--- config.mk ---
export PLATFORM = sky130hd
export DESIGN_NAME = wallace_cpa_pipe
export DESIGN_NICKNAME = d
export VERILOG_FILES = /design/src/rtl/wallace_cpa_pipe.sv
export SDC_FILE = /design/constraint.sdc
export NUM_CORES = 1
export LEC_CHECK = 0
export BUFFER_PORTS_ARGS = -buffer_cell sky130_fd_sc_hd__buf_2
export CAP_MARGIN = 10
export CORE_ASPECT_RATIO = 1.2
export CORE_MARGIN = 2
export CORE_UTILIZATION = 40
export CTS_BUF_LIST = sky130_fd_sc_hd__clkbuf_8
export DETAILED_ROUTE_END_ITERATION = 16
export GPL_ROUTABILITY_DRIVEN = 0
export SLEW_MARGIN = 20
export SYNTH_ARGS = -nofsm -noshare
export SYNTH_HDL_FRONTEND = slang
export SYNTH_SLANG_ARGS = --single-unit
--- constraint.sdc ---
create_clock -name clk -period 1.97 [get_ports clk]
set_input_delay 0.2955 -clock clk [delete_from_list [all_inputs] [get_ports clk]]
set_output_delay 0.2955 -clock clk [all_outputs]
set_load 0.1 [all_outputs]
--- src/rtl/wallace_cpa_pipe.sv ---
// wallace_cpa_pipe: two-stage pipelined carry-propagate adder that turns the
// two carry-save rows of a Wallace tree into the final binary product.
// The low SPLIT bits are summed in stage 1 and their carry is registered.
// Stage 2 adds the high halves plus that carry.
// Valid/ready handshake on both sides, one result per clock, and a lossless
// stall when backpressure is applied.
// Optional feature macro: WALLACE_CPA_OVF_EN. When it is defined, the carry
// out of the top bit is registered and presented on ovf. When it is not
// defined, ovf is tied to 0.
module wallace_cpa_pipe #(
  parameter int WIDTH = 10,
  parameter int SPLIT = 5
) (
  input  logic             clk,
  input  logic             rst_n,
  input  logic             in_valid,
  output logic             in_ready,
  input  logic [WIDTH-1:0] r1,
  input  logic [WIDTH-1:0] r2,
  output logic             out_valid,
  input  logic             out_ready,
  output logic [WIDTH-1:0] product,
  output logic             ovf,
  output logic             busy
);

  localparam int HI = WIDTH - SPLIT;

  logic             s1_valid;
  logic             s2_valid;
  logic [SPLIT-1:0] s1_lo;
  logic             s1_c;
  logic [HI-1:0]    s1_h1;
  logic [HI-1:0]    s1_h2;
  logic [WIDTH-1:0] product_r;
  logic             s1_adv;
  logic             s2_adv;
  logic             accept;
  logic [SPLIT:0]   lo_sum;

  // A stage may advance when its successor can take its contents. in_ready is
  // derived only from registered valids and out_ready, never from in_valid.
  assign s2_adv   = !s2_valid || out_ready;
  assign s1_adv   = !s1_valid || s2_adv;
  assign in_ready = s1_adv;
  assign accept   = in_valid && s1_adv;

  assign lo_sum = (SPLIT+1)'(r1[SPLIT-1:0]) + (SPLIT+1)'(r2[SPLIT-1:0]);

  // Stage 1: low-half sum with its carry, plus the untouched high halves.
  // Data only loads on an actual accept.
  always_ff @(posedge clk or negedge rst_n) begin
    if (!rst_n) begin
      s1_valid <= 1'b0;
      s1_lo    <= '0;
      s1_c     <= 1'b0;
      s1_h1    <= '0;
      s1_h2    <= '0;
    end else if (s1_adv) begin
      s1_valid <= accept;
      if (accept) begin
        s1_lo <= lo_sum[SPLIT-1:0];
        s1_c  <= lo_sum[SPLIT];
        s1_h1 <= r1[WIDTH-1:SPLIT];
        s1_h2 <= r2[WIDTH-1:SPLIT];
      end
    end
  end

`ifdef WALLACE_CPA_OVF_EN
  logic [HI:0] hi_sum;
  logic        ovf_r;

  assign hi_sum = (HI+1)'(s1_h1) + (HI+1)'(s1_h2) + (HI+1)'(s1_c);

  // Carry out of the high sum travels alongside product and holds with it.
  always_ff @(posedge clk or negedge rst_n) begin
    if (!rst_n) begin
      ovf_r <= 1'b0;
    end else if (s2_adv && s1_valid) begin
      ovf_r <= hi_sum[HI];
    end
  end

  assign ovf = ovf_r;
`else
  logic [HI-1:0] hi_sum;

  assign hi_sum = s1_h1 + s1_h2 + HI'(s1_c);
  assign ovf    = 1'b0;
`endif

  // Stage 2: finish the high half and hold the result until it is consumed.
  always_ff @(posedge clk or negedge rst_n) begin
    if (!rst_n) begin
      s2_valid  <= 1'b0;
      product_r <= '0;
    end else if (s2_adv) begin
      s2_valid <= s1_valid;
      if (s1_valid) begin
        product_r <= {hi_sum[HI-1:0], s1_lo};
      end
    end
  end

  assign out_valid = s2_valid;
  assign product   = product_r;
  assign busy      = s1_valid | s2_valid;

endmodule

==> results.txt <==
* Classification of the worst setup path: reg2reg
- TritonCTS buffer count: 3
* Most instantiated library cell after synthesis: dfrtp_1
- Once the clock tree was built, the resizer swapped 0 gates to a different size.
* Required time worst endpoint: between 2 and 2.5 ns
- After detailed routing, the average wire length per cell comes to around 13 um.
- For this design, the CTS-stage hold fixing added 0 buffers.
* Actual transition at the worst max-transition pin: approximately 0.61 ns
- The most numerous cell type found on the critical path is fa_1.
* Cell at the root of the clock tree: clkbuf_8
- For this run, asynchronously set or reset flops after synthesis account for 1.00.
* Final hold violation count: 0
* GRT Residual Overflow: 0
- Setup repair after global routing left no endpoint under its margin.
- Global-route wire length before repair: around 4.1 mm
- Dividing total power by cell area gives a power density of roughly 1400 nW/um^2.
* Area added between synthesis and finish: 17.3%
- The share of synthesized area in the top cell type comes to 0.496.
- Highest Clock Rate: ~0.6 GHz
- Setup Skew: ~0.0012 ns
- In this run the number of cells on the critical path is 7.
- Final Max Tran Viols: 0
- Together, buffers and inverters on the worst path number 1.
* Via count of the first global-routing pass: around 960
- Predominant post-synthesis flop cell: dfrtp_1
- Setup total negative slack on the finished layout was measured at 0 ns.
- After detailed placement, the design holds a cell count of approximately 180.
- From bottom edge to top edge, the die measures 69.1 um.
- IR analysis of the VDD net gives a maximum drop of 0.00170 V.
* Number of different library cells in the post-synthesis netlist: 26
* Number of iterations in the first detailed-routing pass: 2
- STA classifies the critical path startpoint as a register.
* Time the worst path needs with I/O delays and setup: between 1.5 and 2 ns
- Post-route design area: between 1500 and 2000 um^2
- Once detail routing completed, the nets flagged for antenna violations numbered 0.
* Share of the cycle needed by the critical path after routing: 0.850
* GRT Overall Usage: 0.131
* Half-perimeter wire length after placement: between 1.5 and 2 mm
* Non-filler instance count after layout: between 150 and 200
* Classification of the worst-slack hold path: in2async
* Depth of the worst register-to-register path: 7
- For this block, the routed nets add up to ~2.3 mm of wire.
- Row generation in the floorplan step produced 23 rows.
- The biggest area contributor in the post-synthesis netlist is dfrtp_1.
- For this configuration, the core starts out at a cell density of 0.420.
* P_leak: 0.819 nW
- Nets in the synthesized netlist: 143
- DRC Markers: 0
- Number of I/O pins: 38
- In this run, the number of DRC markers left after iteration 0 of detailed routing was 7.
- Die boundary width: ~58 um
- Highest-delay cell along the critical path: dfrtp_1
* Arrival time of data at the critical path endpoint: 1.82 ns
- Floorplan core area: roughly 3400 um^2
- Number of antenna diodes: 0
- Post-synth design cell area: roughly 1400 um^2
* Leading post-synthesis cells by cell area: dfrtp_1 50%, mux2_2 10%, ha_1 7.1%, mux2_4 5.3%, fa_1 4.2%
- Placement-stage cell area: between 1500 and 2000 um^2
* Ranking of synthesized cells by instance count: 28 x dfrtp_1, 13 x mux2_2, 8 x ha_1, 7 x nand2_1, 7 x o21ai_0
* Sequential cell area fraction in the yosys report: 0.496
* Clock transition at the registers of the reported paths: around 0.09 ns
* Total vias in the final route: around 890
* Number of buffers inserted to repair setup after CTS: 0
- In this run the mean area of a mapped cell was roughly 13 um^2.
- Kind of cell adding the most delay to the critical path: adder cells
* # port buffers: 36
* Nature of the critical path endpoint: register
* Detailed-route vias per instance: roughly 4.9
- TritonCTS built the clock tree.
- Maximum number of pins on one net before global-route repair: 29
- Max_slew headroom: 0.595
* Result of the run: completed
* Clock net sink count: 28
- Setup violations remaining at the end of the flow were counted as 0.
- Number of warnings issued by yosys: 0
* Worst-case clock buffer depth: 2
* Die area: just over 4000 um^2
- Yosys mapped a number of flops with a built-in enable equal to 0.
- CP Cell Sequence: fa_1, inv_1, fa_1, nand2b_1, a21oi_1, xnor2_1, o21ai_0
- Crit path largest cell delay: 0.38 ns
* Later-pin clock latency in the skew report: approximately 0.27 ns
- Maximum fanout along the worst path: 2
- Proportion of layout cells with a drive suffix above 1: 0.434
* MaxCap Viol Count: 0
- Count of state elements after synthesis: 28
- The initial antenna violation count was 0.
- In this run the number of H-tree levels came out at 1.
- The final layout contains ~180 nets.
- After technology mapping, the gate count stands at 108.
[logic make-up (layout without fill, tap and decap cells)]
| group | Yosys count | after routing | share of synthesized area |
|---|---|---|---|
| flip-flops | 28 | 28 | 0.496 |
| AND/OR/NAND/NOR | 22 | 22 | 0.0956 |
| multiplexers | 18 | 18 | 0.157 |
| AO/OA/AOI/OAI | 16 | 16 | 0.0637 |
| adder cells (fa/ha/maj) | 11 | 11 | 0.113 |
| XOR/XNOR | 6 | 6 | 0.0372 |
| buffers and inverters | 6 | 43 | 0.0354 |
| other | 1 | 1 | 0.00265 |
[cell usage in the layout (no fill, tap or decap), types with 2 or more instances in the layout]
cell	n
nor2_1	6
a21oi_1	5
inv_1	3
mux2_2	13
o21ai_0	7
nand2_1	7
a21o_1	2
buf_2	36
mux2_4	5
nand2b_1	3
xor2_1	4
xnor2_1	2
clkbuf_8	4
ha_1	8
dfrtp_1	27
fa_1	3
[final cells by class]
| cell class | instances | area (um^2) |
|---|---|---|
| repair buffers | 36 | 180 |
| flip-flops and latches | 28 | 702 |
| fillers | 305 | 1710 |
| multi-input cells | 74 | 663 |
| inverters | 3 | 11.3 |
| well taps | 37 | 46.3 |
| clock buffers | 4 | 55.1 |
[through the flow]
step | setup slack [ns] | util | hold WS, ns | total power [mW]
finish | 0.295 | 0.492 | 0.0272 | 2.26
global route | 0.164 | 0.492 | 0.0859 | 2.38
CTS | 0.281 | 0.492 | 0.0513 | 2.29
detailed placement | 0.221 | 0.476 | 0.353 | 1.94
global placement | 0.263 | 0.476 | 0.343 | 1.92
floorplan | 0.0437 | - | -0.0000911 | 1.75
[routing by layer]
metal | GRT usage | share of wire | routed length (um) | vias to the layer above
met3 | 0.0281 | 0.047 | 109 | 2
met1 | 0.151 | 0.41 | 940 | 426
met4 | 0.0543 | 0.0091 | 21 | 0
met2 | 0.227 | 0.54 | 1240 | 21
li1 | - | - | - | 440
met5 | 0 | 0 | 0 | -
[state kept, by name, summed over array words and instances, names as in the netlist]
| register | count |
|---|---|
| product | 10 |
| s1_h1 | 5 |
| s1_h2 | 5 |
| s1_lo | 5 |
| out_valid | 1 |
| s1_c | 1 |
| s1_valid | 1 |
[power by group]
| group | internal [mW] | total [mW] | switching (mW) |
|---|---|---|---|
| clock network | 0.179 | 0.348 | 0.169 |
| logic | 0.264 | 1.12 | 0.855 |
| registers | 0.716 | 0.792 | 0.0757 |
[path summary, 6_finish.rpt]
kind / endpoint / start / slack, ns
worst max-delay path: product[9] / s1_c / 0.29
worst min-delay path: product[8] / rst_n / 0.03
worst max register to register: product[9] / s1_c / 0.29
worst min register to register: product[6] / product[6] / 0.48
max in group asynchronous: out_valid / rst_n / 1.52
min in group clk: s1_h1[2] / r1[7] / 0.25
(Power assumes the default switching activity.)
